==> src/rtl/uart_echo_fifo.sv <==
// uart_echo_fifo: buffered UART echo engine. Words from UartRX are queued in
// a DEPTH-entry FIFO and replayed in order to UartTX. Bursts that arrive while
// TX is busy are held, up to DEPTH words.
//
// Optional feature macro: ECHO_UPPERCASE_EN. When defined, a word whose low
// byte is 'a'..'z' is sent with bit 5 cleared. The stored copy is unchanged.
//
// Parameters : WIDTH (word width), DEPTH (power of two, >=2),
//              DROP_NEWEST (1: drop the word when full, 0: back-pressure RX)
// Ports      : i_clk_100mhz, i_reset (sync, active-high)
//              i_rx_data/i_rx_ready/o_rx_clear  - UartRX handshake
//              o_tx_data/o_tx_load/i_tx_busy    - UartTX handshake
//              i_flush                          - discard FIFO contents
//              o_count/o_empty/o_full/o_overflow - status (LEDs)
module uart_echo_fifo #(
  parameter int unsigned WIDTH       = 16,
  parameter int unsigned DEPTH       = 8,
  parameter int unsigned DROP_NEWEST = 1
) (
  input  logic                       i_clk_100mhz,
  input  logic                       i_reset,
  input  logic [WIDTH-1:0]           i_rx_data,
  input  logic                       i_rx_ready,
  output logic                       o_rx_clear,
  output logic [WIDTH-1:0]           o_tx_data,
  output logic                       o_tx_load,
  input  logic                       i_tx_busy,
  input  logic                       i_flush,
  output logic [$clog2(DEPTH+1)-1:0] o_count,
  output logic                       o_empty,
  output logic                       o_full,
  output logic                       o_overflow
);
  localparam int unsigned AW = $clog2(DEPTH);
  localparam int unsigned CW = $clog2(DEPTH + 1);

  typedef enum logic       {R_IDLE, R_ACK}           rx_state_t;
  typedef enum logic [1:0] {T_IDLE, T_START, T_DONE} tx_state_t;

  rx_state_t        r_rx_state;
  tx_state_t        r_tx_state;
  logic [WIDTH-1:0] r_mem [DEPTH];
  logic [AW-1:0]    r_wptr;
  logic [AW-1:0]    r_rptr;
  logic [CW-1:0]    r_count;
  logic             r_empty;
  logic             r_full;
  logic             r_overflow;
  logic             r_rx_clear;
  logic             r_tx_load;
  logic [WIDTH-1:0] r_tx_data;

  logic             w_rx_req;
  logic             w_accept;
  logic             w_push;
  logic             w_drop;
  logic             w_pop;
  logic [CW-1:0]    w_count_nxt;
  logic [WIDTH-1:0] w_head;

  // Transform applied to a word as it is handed to the transmitter.
  function automatic logic [WIDTH-1:0] f_echo(input logic [WIDTH-1:0] d);
`ifdef ECHO_UPPERCASE_EN
    f_echo = d;
    if ((d[7:0] >= 8'h61) && (d[7:0] <= 8'h7A)) f_echo[5] = 1'b0;
`else
    f_echo = d;
`endif
  endfunction

  // RX accepts (acks) a word either by storing it or, in drop mode, discarding it.
  // A flush in the same cycle still acks the word but suppresses the store.
  assign w_rx_req = (r_rx_state == R_IDLE) && i_rx_ready;
  assign w_accept = w_rx_req && !r_full;
  assign w_push   = w_accept && !i_flush;
  assign w_drop   = w_rx_req && r_full && (DROP_NEWEST != 0);
  assign w_pop    = (r_tx_state == T_IDLE) && !r_empty && !i_tx_busy && !i_flush;
  assign w_head   = r_mem[r_rptr];

  // Next occupancy; flush wins over any same-cycle push/pop.
  always_comb begin
    w_count_nxt = r_count;
    if (i_flush)              w_count_nxt = '0;
    else if (w_push && !w_pop) w_count_nxt = r_count + CW'(1);
    else if (!w_push && w_pop) w_count_nxt = r_count - CW'(1);
  end

  // Storage array (no reset needed; occupancy tracks validity).
  always_ff @(posedge i_clk_100mhz) begin
    if (!i_reset && w_push) r_mem[r_wptr] <= i_rx_data;
  end

  // Pointers, occupancy and sticky overflow.
  always_ff @(posedge i_clk_100mhz) begin
    if (i_reset) begin
      r_wptr     <= '0;
      r_rptr     <= '0;
      r_count    <= '0;
      r_empty    <= 1'b1;
      r_full     <= 1'b0;
      r_overflow <= 1'b0;
    end else begin
      r_count <= w_count_nxt;
      r_empty <= (w_count_nxt == '0);
      r_full  <= (w_count_nxt == CW'(DEPTH));
      if (i_flush) begin
        r_wptr     <= '0;
        r_rptr     <= '0;
        r_overflow <= 1'b0;
      end else begin
        if (w_push) r_wptr <= r_wptr + AW'(1);
        if (w_pop)  r_rptr <= r_rptr + AW'(1);
        if (w_drop) r_overflow <= 1'b1;
      end
    end
  end

  // RX FSM: ack once, then wait for RX_READY to drop so a held word is not re-pushed.
  always_ff @(posedge i_clk_100mhz) begin
    if (i_reset) begin
      r_rx_state <= R_IDLE;
      r_rx_clear <= 1'b0;
    end else begin
      case (r_rx_state)
        R_IDLE: begin
          r_rx_clear <= 1'b0;
          if (w_accept || w_drop) begin
            r_rx_clear <= 1'b1;
            r_rx_state <= R_ACK;
          end
        end
        R_ACK: begin
          r_rx_clear <= 1'b0;
          if (!i_rx_ready) r_rx_state <= R_IDLE;
        end
        default: begin
          r_rx_clear <= 1'b0;
          r_rx_state <= R_IDLE;
        end
      endcase
    end
  end

  // TX FSM: load head, hold LOAD until the transmitter reports busy, wait for idle.
  always_ff @(posedge i_clk_100mhz) begin
    if (i_reset) begin
      r_tx_state <= T_IDLE;
      r_tx_load  <= 1'b0;
      r_tx_data  <= '0;
    end else begin
      case (r_tx_state)
        T_IDLE: begin
          if (w_pop) begin
            r_tx_data  <= f_echo(w_head);
            r_tx_load  <= 1'b1;
            r_tx_state <= T_START;
          end
        end
        T_START: begin
          if (i_tx_busy) begin
            r_tx_load  <= 1'b0;
            r_tx_state <= T_DONE;
          end
        end
        T_DONE: begin
          if (!i_tx_busy) r_tx_state <= T_IDLE;
        end
        default: begin
          r_tx_load  <= 1'b0;
          r_tx_state <= T_IDLE;
        end
      endcase
    end
  end

  assign o_rx_clear = r_rx_clear;
  assign o_tx_data  = r_tx_data;
  assign o_tx_load  = r_tx_load;
  assign o_count    = r_count;
  assign o_empty    = r_empty;
  assign o_full     = r_full;
  assign o_overflow = r_overflow;

endmodule

==> config.mk <==
export PLATFORM = sky130hd
export DESIGN_NAME = uart_echo_fifo
export DESIGN_NICKNAME = d
export VERILOG_FILES = /design/src/rtl/uart_echo_fifo.sv
export SDC_FILE = /design/constraint.sdc
export NUM_CORES = 1
export LEC_CHECK = 0
export BUFFER_PORTS_ARGS = -buffer_cell sky130_fd_sc_hd__buf_2
export CORE_MARGIN = 4
export CORE_UTILIZATION = 59
export DETAILED_ROUTE_END_ITERATION = 7
export PLACE_DENSITY_LB_ADDON = 0.12
export SLEW_MARGIN = 15
export SYNTH_ARGS = -nofsm -noshare
export SYNTH_HDL_FRONTEND = slang
export SYNTH_SLANG_ARGS = --single-unit
==> constraint.sdc <==
create_clock -name i_clk_100mhz -period 3.3 [get_ports i_clk_100mhz]
set_input_delay 0.33 -clock i_clk_100mhz [delete_from_list [all_inputs] [get_ports i_clk_100mhz]]
set_output_delay 0.33 -clock i_clk_100mhz [all_outputs]
set_load 0.01 [all_outputs]
# After elaboration in Yosys (flattened, before gate mapping)
# Memories as Yosys holds them, arrays and structs flattened. A register that Yosys moved wholly into a read port is not among the register bits.
# Index checks and enable logic that the tools add are counted.
# totals
ff_bits	18
memories	1
mem_bits_rw	128
out_inout_bits	25
wordCells	63
# classes
eq_ne	6
mux	16
n_reduce_logical	24
bitwise	2
add_sub_neg	4
# mem_list
name	words	word_bits	rd	rd_clocked_by_memory_dff	write_ports	line	rtl
r_mem	8	16	1	1	1	42	logic [WIDTH-1:0] r_mem [DEPTH];
# ops
operator	n
$mux W4	3
$logic_and A1 B1 Y1	10
$logic_not A1 Y1	7
$add A3 B1 Y3 const B	2
$mux W1	6
$mux W2	3
$ne A2 B2 Y1 const B	3
$pmux W2 S3	1
$reduce_and A3 Y1	2
$add A4 B1 Y4 const B	1
$eq A4 B4 Y1 const B	1
$logic_not A4 Y1	1
$pmux W1 S2	2
$sub A4 B1 Y4 const B	1
$pmux W1 S3	1
$eq A2 B1 Y1 const B	1
$eq A2 B2 Y1 const B	1
$logic_not A2 Y1	1
$not A1 Y1	2
$reduce_and A2 Y1	1
$reduce_or A2 Y1	1
$logic_or A1 B1 Y1	1

# Depth between registers and ports, before layout
# depth
depth_word	10
depth_mapped	7
mapped_depth_nobuf	6

# Least setup slack after synthesis
# Ideal clock, no wire load.
# synth_path
path_kind	register to register
from	register r_full, in the netlist o_full
to	memory r_mem[0][0], enable pin
path_stages_with_launch	5
n_path_buf	1
path_slack_ns	0.486
required_time_ns	2.891
setup_ns	0.409
arrival_ns	2.405
cell_sequence	dfxtp_1 -> or3b_1 -> clkbuf_1 -> or3_1 -> nor3_1
# synth_via
elab_chain_len	6
# synth_lines
element	line	rtl
start, declared	47	logic r_full;
start signal, assigned	105	r_full <= (w_count_nxt == CW'(DEPTH));
$logic_not A1 Y1	74	assign w_accept = w_rx_req && !r_full;
$logic_and A1 B1 Y1	74	
$logic_and A1 B1 Y1	75	assign w_push = w_accept && !i_flush;
$logic_and A1 B1 Y1	90	if (!i_reset && w_push) r_mem[r_wptr] <= i_rx_data;
$mux W1	90	
$mux W1 (implied by the code)	90	
end, declared	42	
# Every way passes these cells.

# Final worst setup path
# layout_path
from	register r_rx_state
to	memory r_mem[0][15], enable pin
# layout_via
elab_chain_len	7
# layout_lines
element	line	rtl
start, declared	40	rx_state_t r_rx_state;
start signal, assigned	121	r_rx_state <= R_IDLE;
start signal, assigned	129	r_rx_state <= R_ACK;
start signal, assigned	134	if (!i_rx_ready) r_rx_state <= R_IDLE;
$not A1 Y1	n/a	
$logic_and A1 B1 Y1	73	assign w_rx_req = (r_rx_state == R_IDLE) && i_rx_ready;
$logic_and A1 B1 Y1	74	
$logic_and A1 B1 Y1	75	
$logic_and A1 B1 Y1	90	
$mux W1	90	
$mux W1 (implied by the code)	90	
# Every way passes these cells.

==> summary.txt <==
Placement
  – Final GP Congestion: 0.754
  – Port buffer count: 45
  – Placed cells: 538
  – Hpwl dp: 7.45 mm

Clocking
  – CTS resizes: 0
  – TritonCTS clock tree: yes
  – Clock Latency Late Sink: 0.52 ns
  – CTS Buffer Depth: 2
  – CTS clk-pin slew, worst paths: 0.06 ns
  – Post-CTS Hold Fix Bufs: 0
  – Clock Tree Root: clkbuf_8
  – Setup repair bufs after CTS: 0
  – Sink Count: 162
  – Htree depth: 4
  – Num CTS Buffers: 17

STA
  – Slew headroom: 45.4%
  – Ratio of final minimum period to clock period: 72.1%
  – RSZ-0062 raised after global routing: no
  – Worst clock skew: 0.00722 ns
  – # setup viols final: 0
  – Final Max Tran Viols: 0
  – TNS Setup: 0 ns
  – Tmin final: 2.38 ns
  – Hold Violations, Final: 0
  – Worst-margin pin slew: 0.815 ns
  – Fmax achieved: 420 MHz

Synthesis
  – Share of the synthesized area in the top cell type: 60.5%
  – Synthesized Nets: 382
  – Synthesized area: 0.00635 mm2
  – EDFF count, synth: 128
  – Register area share after synthesis: 71.3%
  – Ys flop type: edfxtp_1
  – Syn Area/Cell: 17.8 um2
  – Synthesis Warnings: 0
  – Post-synthesis register bit count: 162
  – Post-synth top area cell: edfxtp_1
  – Cells after synthesis: 357
  – Asr flop ratio synth: 0%
  – Most frequent cell after synthesis: edfxtp_1
  – Post-synthesis cell type count: 43
  – Commonest cells post-synth: 128 x edfxtp_1, 34 x dfxtp_1, 33 x nor2_1, 32 x mux4_2, 16 x mux2i_1
  – Top post-synthesis cells by area: edfxtp_1 61%, mux4_2 11%, dfxtp_1 11%

Hold path
  – Hold WC Path Type: in -> reg

Worst setup path
  – CP max stage delay: 0.52 ns
  – CP cell instances: or3b_1 -> or3_1 -> nor3_2 -> buf_4
  – CP Capture Type: flip-flop
  – Critical Path Start Type: flip-flop
  – Setup Crit Path Kind: reg -> reg
  – Worst path arrival time: 2.59 ns
  – Required time worst endpoint: 3.51 ns
  – Highest-delay cell along the critical path: or3b_1
  – Worst Path Max Fanout: 10

Die
  – Die width: 112 um
  – Row count: 37
  – Initial Utilization: 60.9%
  – Die ar.: 0.0125 mm2
  – IO Pins: 46
  – Die span in y: 112 um
  – Core area: 0.0104 mm2

Pwr
  – NetSw: 882 uW
  – Pwr/cell area: 586 mW/mm2
  – Seq pwr share: 51.8%
  – Clk pwr share: 43.5%
  – Net Sw Frac: 20.3%
  – Worst VDD drop: 560 uV
  – Combinational share of power: 4.7%
  – Tot Pwr: 4.34 mW
  – Static leakage: 2.46 nW
  – Internal Pwr Total: 3.46 mW

Status
  – Outcome: complete, no violations

GRT
  – Global-route wire length before repair: 19.2 mm
  – Total GRT Usage: 20.4%
  – GRT overflow: 0
  – Initial antenna violation count: 0
  – Number of global-route vias before repair: 3448
  – Largest net degree at the start of global routing: 28

Drt
  – DR DRC count: 0
  – Final WL: 11.8 mm
  – Drt first pass iters: 4
  – Average wire per standard cell: 20.7 um
  – Drt via density: 5.88
  – Via Count: 3353
  – DRT antenna net count: 0
  – Violation count after the first detailed-route iteration: 169

Layout
  – Final nets: 446
  – ANT cells: 0
  – Layout cell share with drive strength beyond 1: 35.3%
  – Area Growth Syn to Fin: 16.6%
  – Layout Cells excl Fill: 570

Job
  – Max-cap viol count: 0
[sequential cells by signal, summed over array words and instances, names as in the netlist]
register,count
o_count,4
o_empty,1
o_full,1
o_overflow,1
o_rx_clear,1
o_tx_data,16
o_tx_load,1
r_mem,128
r_rptr,3
r_rx_state,1
r_tx_state,2
r_wptr,3
[through the flow]
step / hold slack (ns) / setup WS [ns] / cell area (um2) / util [%]
floorplan: 0.402 / 0.486 / 6350 / -
global placement: 0.472 / 0.784 / 6820 / 65.5
detailed placement: 0.467 / 0.684 / 6820 / 65.5
CTS: 0.0575 / 0.895 / 7400 / 71.1
global route: 0.0751 / 0.805 / 7400 / 71.1
finish: 0.0814 / 0.920 / 7400 / 71.1
[critical path, delay by kind of cell (launching register included)]
family                 cells  cell delay [ns]
buffers and inverters      1             0.31
DFF                        1             0.34
and+or+nand+nor            3             1.42
[area by class of cell]
| cell class | count | area [um2] |
|---|---|---|
| multi-input combinational | 169 | 1710 |
| inverter | 5 | 18.8 |
| tap | 136 | 170 |
| clock buffer | 24 | 513 |
| timing repair buffer | 66 | 395 |
| clock inverter | 8 | 72.6 |
| fill | 675 | 3010 |
| sequential | 162 | 4530 |
[routing by layer]
layer | share of wire, % | GRT usage (%)
met2 | 50 | 31.6
met3 | 5.3 | 5.05
met1 | 44 | 29.5
met5 | 0 | 0
met4 | 0.67 | 5.60
[power by group through the flow]
stage               Combinational (mW)  Clock [mW]  Sequential (mW)
floorplan                        0.125           0             2.30
global placement                 0.198           0             2.29
detailed placement               0.203           0             2.30
CTS                              0.205        1.92             2.25
global route                     0.226        2.03             2.25
finish                           0.203        1.89             2.25
[worst paths after layout]
check | start | to | slack [ns] | cells after the start
max | r_rx_state | r_mem[0][15] | 0.92 | 4
min | i_rx_data[11] | r_mem[5][11] | 0.08 | 1
max reg2reg | r_rx_state | r_mem[0][15] | 0.92 | 4
min reg2reg | o_overflow | o_overflow | 0.47 | 2
[layout by cell type (no fill, tap or decap), types with 3 or more instances in the layout]
| master | n |
|---|---|
| clkinv_2 | 4 |
| mux4_2 | 32 |
| inv_1 | 5 |
| mux2i_1 | 16 |
| clkbuf_16 | 18 |
| xnor2_1 | 6 |
| nor2_1 | 33 |
| buf_4 | 20 |
| nand2b_1 | 3 |
| buf_2 | 45 |
| a211oi_2 | 11 |
| a21oi_1 | 6 |
| clkbuf_8 | 4 |
| nand2_1 | 11 |
| a211oi_1 | 7 |
| nor3_1 | 6 |
| ha_1 | 4 |
| edfxtp_1 | 128 |
| dfxtp_1 | 33 |
[cell families (layout without fill, tap and decap cells)]
| family | Yosys count | count (layout) | share of synthesized area [%] |
|---|---|---|---|
| flops | 162 | 162 | 71.3 |
| simple gates | 74 | 74 | 6.03 |
| xor+xnor | 8 | 8 | 1.10 |
| compound gates | 35 | 35 | 4.89 |
| fa+ha+maj | 4 | 4 | 0.788 |
| mux | 48 | 48 | 13.9 |
| buf+inv | 26 | 103 | 2.05 |
(Power assumes the default switching activity.)
